**src/rtl/nibble_seq_proc_pkg.sv**
```systemverilog
// rtl/nibble_seq_proc_pkg.sv - shared op codes, state encoding and step count
package nibble_seq_proc_pkg;

  typedef enum logic [1:0] {
    OP_SUM = 2'd0,
    OP_XOR = 2'd1,
    OP_MAX = 2'd2,
    OP_MIN = 2'd3
  } op_e;

  typedef enum logic [1:0] {
    ST_IDLE = 2'd0,
    ST_RUN  = 2'd1,
    ST_DONE = 2'd2
  } state_e;

  localparam int RUN_STEPS = 3;

endpackage

```
**src/rtl/nibble_combine.sv**
```systemverilog
// rtl/nibble_combine.sv - combinational single-step reduction of two operands
module nibble_combine
  import nibble_seq_proc_pkg::*;
#(
  parameter int WIDTH = 4
) (
  input  logic [WIDTH-1:0] a,
  input  logic [WIDTH-1:0] b,
  input  op_e              op,
  output logic [WIDTH-1:0] y,
  output logic             cout
);

  logic [WIDTH:0] sum;

  assign sum = {1'b0, a} + {1'b0, b};

  always_comb begin
    y    = a;
    cout = 1'b0;
    case (op)
      OP_SUM: begin
        y    = sum[WIDTH-1:0];
        cout = sum[WIDTH];
      end
      OP_XOR: y = a ^ b;
      OP_MAX: y = (b > a) ? b : a;
      OP_MIN: y = (b < a) ? b : a;
      default: y = a;
    endcase
  end

endmodule

```
**src/rtl/nibble_seq_proc.sv**
```systemverilog
// rtl/nibble_seq_proc.sv - captures four operands on start and reduces them one per clock
module nibble_seq_proc
  import nibble_seq_proc_pkg::*;
#(
  parameter int WIDTH = 4
) (
  input  logic             clk,
  input  logic             rst_n,
  input  logic             start,
  input  logic [1:0]       op,
  input  logic             ack,
  input  logic [WIDTH-1:0] in1,
  input  logic [WIDTH-1:0] in2,
  input  logic [WIDTH-1:0] in3,
  input  logic [WIDTH-1:0] in4,
  output logic [WIDTH-1:0] out,
  output logic             ovf,
  output logic             proc,
  output logic             rdy
);

  localparam logic [1:0] LAST_STEP = 2'(RUN_STEPS);

  state_e           state_q, state_d;
  logic             accept;
  logic [1:0]       cnt_q;
  op_e              op_q;
  logic [WIDTH-1:0] cap_q [3];
  logic [WIDTH-1:0] acc_q;
  logic             carry_q;
  logic [WIDTH-1:0] operand;
  logic [WIDTH-1:0] step_y;
  logic             step_cout;

  always_ff @(posedge clk or negedge rst_n) begin
    if (!rst_n) state_q <= ST_IDLE;
    else        state_q <= state_d;
  end

  // start takes priority over ack in DONE so a back-to-back run never idles
  always_comb begin
    state_d = state_q;
    accept  = 1'b0;
    case (state_q)
      ST_IDLE: if (start) accept = 1'b1;
      ST_RUN:  if (cnt_q == LAST_STEP) state_d = ST_DONE;
      ST_DONE: begin
        if (start)    accept  = 1'b1;
        else if (ack) state_d = ST_IDLE;
      end
      default: state_d = ST_IDLE;
    endcase
    if (accept) state_d = ST_RUN;
  end

  always_comb begin
    operand = cap_q[2];
    case (cnt_q)
      2'd1:    operand = cap_q[0];
      2'd2:    operand = cap_q[1];
      default: operand = cap_q[2];
    endcase
  end

  nibble_combine #(.WIDTH(WIDTH)) u_combine (
    .a    (acc_q),
    .b    (operand),
    .op   (op_q),
    .y    (step_y),
    .cout (step_cout)
  );

  always_ff @(posedge clk or negedge rst_n) begin
    if (!rst_n) begin
      cnt_q   <= '0;
      op_q    <= OP_SUM;
      acc_q   <= '0;
      carry_q <= 1'b0;
      out     <= '0;
      ovf     <= 1'b0;
      for (int i = 0; i < 3; i++) cap_q[i] <= '0;
    end else if (accept) begin
      cap_q[0] <= in2;
      cap_q[1] <= in3;
      cap_q[2] <= in4;
      op_q     <= op_e'(op);
      acc_q    <= in1;
      carry_q  <= 1'b0;
      cnt_q    <= 2'd1;
    end else if (state_q == ST_RUN) begin
      acc_q   <= step_y;
      carry_q <= carry_q | step_cout;
      cnt_q   <= cnt_q + 2'd1;
      if (cnt_q == LAST_STEP) begin
        out   <= step_y;
        ovf   <= carry_q | step_cout;
        cnt_q <= '0;
      end
    end
  end

  assign proc = (state_q == ST_RUN);
  assign rdy  = (state_q == ST_DONE);

endmodule

```
**config.mk**
```make
export PLATFORM = sky130hd
export DESIGN_NAME = nibble_seq_proc
export DESIGN_NICKNAME = d
export VERILOG_FILES = /design/src/rtl/nibble_seq_proc_pkg.sv /design/src/rtl/nibble_combine.sv /design/src/rtl/nibble_seq_proc.sv
export SDC_FILE = /design/constraint.sdc
export NUM_CORES = 1
export LEC_CHECK = 0
export BUFFER_PORTS_ARGS = -buffer_cell sky130_fd_sc_hd__buf_4
export CAP_MARGIN = 10
export CORE_ASPECT_RATIO = 1.1
export CORE_MARGIN = 5
export CORE_UTILIZATION = 40
export CTS_CLUSTER_DIAMETER = 120
export DETAILED_ROUTE_END_ITERATION = 8
export PLACE_DENSITY = 0.65
export SYNTH_ARGS = -nofsm -noshare
export SYNTH_HDL_FRONTEND = slang
export SYNTH_HIERARCHICAL = 1
export SYNTH_SLANG_ARGS = --single-unit
```
**constraint.sdc**
```tcl
create_clock -name clk -period 3 [get_ports clk]
set_input_delay 0 -clock clk [delete_from_list [all_inputs] [get_ports clk]]
set_output_delay 0 -clock clk [all_outputs]
set_load 0.01 [all_outputs]
```
## Word-level counts from Yosys, hierarchy flattened

Cells that the tools add are included.

- Output and inout port bits: 7
- Input bits: 22
- Word-level logic and storage cells: 54
- Register bits: 28

- Order comparisons: 2
- Bitwise operators: 3
- Equal/unequal tests: 12
- Mux-type cells: 19
- Reductions and logical operators: 6
- Add/sub/neg operators: 2

Operator list:

| operator | count |
|---|---|
| $mux W4 | 4 |
| $pmux W4 S4 | 1 |
| $mux W2 | 7 |
| $eq A2 B2 Y1 const B | 5 |
| $pmux W4 S2 | 1 |
| $eq A2 B1 Y1 const B | 3 |
| $ne A3 B2 Y1 const B | 2 |
| $pmux W2 S3 | 1 |
| $add A4 B4 Y5 | 1 |
| $mux W1 | 5 |
| $gt A4 B4 Y1 | 1 |
| $logic_not A2 Y1 | 2 |
| $lt A4 B4 Y1 | 1 |
| $reduce_and A4 Y1 | 1 |
| $xor A4 B4 Y4 | 1 |
| $ne A3 B1 Y1 const B | 1 |
| $reduce_and A3 Y1 | 1 |
| $add A2 B1 Y2 const B | 1 |
| $ne A2 B2 Y1 const B | 1 |
| $reduce_bool A2 Y1 | 1 |
| $reduce_or A2 Y1 | 1 |
| $not A1 Y1 | 1 |
| $or A1 B1 Y1 | 1 |

## Depth between registers and ports, before layout

- Depth after elaboration: 7
- Mapped depth: 15
- Gate-level depth less buffers: 14

## Modules after synthesis

The synthesis kept the hierarchy.

Modules (own cells, without submodules):

| module | cells an instance | sequential area each (um^2) | times used | area each (um^2) |
|---|---|---|---|---|
| nibble_seq_proc | 106 | 700.7 | 1 | 1356.3 |
| nibble_combine | 60 | 0.0 | 1 | 467.9 |

## Worst setup path after synthesis

OpenSTA, ideal clock, no wires.

- Path type: register -> register
- Start: reg cnt_q[0]
- End: reg out[0]
- Cell stages (with the launch flop): 12
- Data required time: 2.875 ns
- Slack: 0.048 ns
- Arrival: 2.828 ns
- Path buffers: 1
- Setup time: 0.125 ns
- Period minus slack after synthesis: 2.952 ns
- Path through: dfrtp_1 inv_1 ha_1 clkbuf_1 o21ai_0 ha_1 and2b_1 o211ai_4 nand2_1 mux2i_1 a221o_1 mux2_2

- Word-level cells in the longest chain between the ends: 5
- Elaborated cells between the ends (all ways): 12
- Those cells by class: add/sub: 1; order compare: 2; eq/ne: 3; mux: 4; bitwise: 1; reduce/logical: 1

RTL lines:

| what | RTL line | RTL |
|---|---|---|
| start, declared | nibble_seq_proc.sv:26 | `logic [1:0] cnt_q;` |
| start signal, assigned | nibble_seq_proc.sv:93 | `cnt_q <= cnt_q + 2'd1;` |
| $eq A2 B2 Y1 / $eq A2 B1 Y1 (equally long branches) | nibble_seq_proc.sv:58 | `case (cnt_q)` |
| $pmux W4 S2 (*) | nibble_seq_proc.sv:58 |  |
| via operand[1] | nibble_seq_proc.sv:31 | `logic [WIDTH-1:0] operand;` |
| $lt A4 B4 Y1 / $gt A4 B4 Y1 (equally long branches) | nibble_combine.sv:28, nibble_combine.sv:27 |  |
| $mux W4, on equally long branches | nibble_combine.sv:28, nibble_combine.sv:27 |  |
| $pmux W4 S4 (*) | nibble_combine.sv:21 | `case (op)` |
| via step_y[0] | nibble_seq_proc.sv:32 | `logic [WIDTH-1:0] step_y;` |
| end signal, assigned | nibble_seq_proc.sv:95 | `out <= step_y;` |
| end, declared | nibble_seq_proc.sv:16 | `output logic [WIDTH-1:0] out,` |

The timed path passes the listed nets; every way through them passes the cells marked *.
A chain may end at the register's enable or synchronous reset.

## Final worst setup path

Same ends and word-level chain as after synthesis.

==> reports/results.tsv <==
metric	value	unit
Core Area	4350	um2
Post-synth EDFFs	0	
Clock Latency Late Sink	0.27	ns
Highest Signal Layer	met4	
Ports	29	
Routed WL per cell	15.4	um
Via density	5.35	
largest net degree at the start of global routing	29	
clock slew at reported path FFs	0.10	ns
Iteration-0 DRC Markers	81	
Yosys cell types	42	
Crit Path Category	reg -> reg	
Starting Density	42.0	%
PnR worst setup slack	0.155	ns
fillcell total	376	
Max-slew headroom	53.6	%
DP Worst Slack	0.0607	ns
critical path launch point type	flip-flop	
maximum fanout along the worst path	9	
maxcap violations	0	
initial antenna violation count	0	
die width	74.4	um
met3 WL	117	um
drt drc	0	
max-slew violations	0	
Mapped Cells	166	
syn nets	200	
Synth area leaders	dfrtp_1 38%, ha_1 7.5%, mux2_4 7.4%	
dpl hpwl	3000	um
outcome	complete, no violations	
vias in the first global route	1411	
met1 wire length	1840	um
wire length on met2	2050	um
highest clock rate	0.352	GHz
post-route cell area	2310	um2
Hold Fails Final Rpt	0	
multi-input logic area	1020	um2
Mean Syn Cell Area	11.0	um2
Final Skew	0.00312	ns
GP Congestion	0.905	
Ant. Diodes	0	
post-synthesis sequential area ratio	38.4	%
Final Cycle Share	94.8	%
fraction of registers with async set/reset	100	%
Yosys warnings	6	
arrival time at the worst endpoint	3.01	ns
DRT Pass-1 Iters	4	
Die Ht	80.8	um
CTS Sinks	28	
Clock Tree Buf Depth	2	
worst slew pin tran	0.695	ns
num rows	25	
gr usage total	13.9	%
placed instance area	2080	um2
area leader, netlist	dfrtp_1	
via count	1423	
Layout area overhead	26.7	%
Die ar.	6010	um2
final wirelength	4090	um
Worst setup EP type	flip-flop	
Nets	247	
share of cells above drive strength 1	30.7	%
total gr overflow	0	
Root Buffer	clkbuf_8	
Cell Pwr Density	1360	nW/um2
top cells by count, synth	28 x dfrtp_1, 12 x inv_1, 11 x ha_1, 10 x mux2i_1	
most numerous cell in the Yosys netlist	dfrtp_1	
Yosys top cell area share	38.4	%
critical path required time	3.16	ns
DRT antenna net count	0	
Top FF cell, synth	dfrtp_1	
final setup fails	0	
Yosys reg bits	28	
Leak	0.00108	uW
Hold Path Class	in -> reg	
register area	701	um2
min Tclk post-route	2.84	ns
Port Buffers	28	
global-route wire length before repair	6610	um
H-tree depth	1	
total clock buffers created by CTS	3	
CTS tree	done	
synthesized area	1820	um2
maximum VDD drop	719	uV
## worst max-delay path: stages (launching register included)
cell	delay (ns)
dfrtp_1	0.42
inv_1	0.06
ha_1	0.40
nand2_1	0.11
o21ai_2	0.06
ha_1	0.32
and2b_1	0.20
o211ai_4	0.23
nand2_1	0.14
mux2i_1	0.15
a221o_1	0.37
mux2_2	0.27
## cell usage in the layout (no fill, tap or decap), types with 2 or more instances in the layout
cell type      count
a21oi_1            9
dlygate4sd3_1     16
mux2i_1           10
o21ai_0            3
mux2_4             9
clkbuf_8           4
o21ai_1            2
nand2b_1           3
nor2_1             9
a21oi_4            2
dfrtp_1           28
nor3_1             3
ha_1              10
nor2b_1            5
buf_4             34
mux2_2             9
inv_1             12
a41o_1             2
a31oi_1            2
a211oi_1           4
nand2_1            9
a22oi_1            4
o22ai_1            3
## per-layer routing
metal / up-vias / global-route usage [%]
met5: - / 0
met4: 0 / 4.09
met3: 8 / 1.73
met2: 36 / 23.0
met1: 695 / 18.7
li1: 684 / -
## registers in the layout, summed over array words and instances, names as in the netlist
| name | flops |
|---|---|
| acc_q | 4 |
| cap_q | 12 |
| carry_q | 1 |
| cnt_q | 2 |
| op_q | 2 |
| out | 4 |
| ovf | 1 |
| state_q | 2 |
## power by group
part	switching (uW)	internal, uW	total (uW)
Clock	116	117	233
Sequential	243	565	808
Combinational	1040	1060	2100
## cell type report
cell class	count	share of cell area (%)
repair buffers	50	18.0
multi-input cells	117	44.3
clock buffers	4	2.38
well taps	54	2.92
flip-flops and latches	28	30.3
inverters	13	2.11
## path summary, 6_finish.rpt
check                      startpoint        to  slack (ns)  depth (start not counted)
min in group asynchronous       rst_n       ovf        0.17                          2
setup reg to reg             cnt_q[0]    out[0]        0.16                         11
setup / recovery             cnt_q[0]    out[0]        0.16                         11
hold / removal                 in1[1]  acc_q[1]       0.008                          3
max in group asynchronous       rst_n  cap_q[1]        2.57                          2
hold reg to reg                   ovf       ovf        0.49                          2
## per-stage QoR
| step | TNS [ns] | utilization [%] | cells | hold slack, ns | total power [uW] |
|---|---|---|---|---|---|
| final | 0 | 53.2 | 266 | 0.00791 | 3140 |
| after global routing | -0.0214 | 53.2 | 266 | 0.00666 | 3390 |
| after CTS | 0 | 52.7 | 265 | 0.00441 | 3060 |
| after detailed placement | 0 | 47.7 | 245 | -0.0593 | 2800 |
| after global placement | 0 | 47.7 | 245 | -0.0722 | 2780 |
| after floorplan | 0 | - | 166 | -0.296 | 2280 |
## kinds of logic (layout without fill, tap and decap cells)
kind of cell               Yosys count  in the layout  share of synthesized area (%)
AOI/OAI and AO/OA                   40             40                           16.4
xor gates and xnor gates             1              1                          0.480
adders and majority gates           12             12                           8.64
buffers and inverters               21             67                           6.17
DFF                                 28             28                           38.4
muxes                               28             28                           18.5
and+or+nand+nor                     36             36                           11.5
## timing repair
item                       4_1_cts  5_1_grt
hold endpoints to repair        43        0
resized for setup                0        6
hold buffers                    16        0
setup endpoints to repair        0        7
buffers inserted                 0        1
No activity file was read; power rests on OpenSTA's default activity.
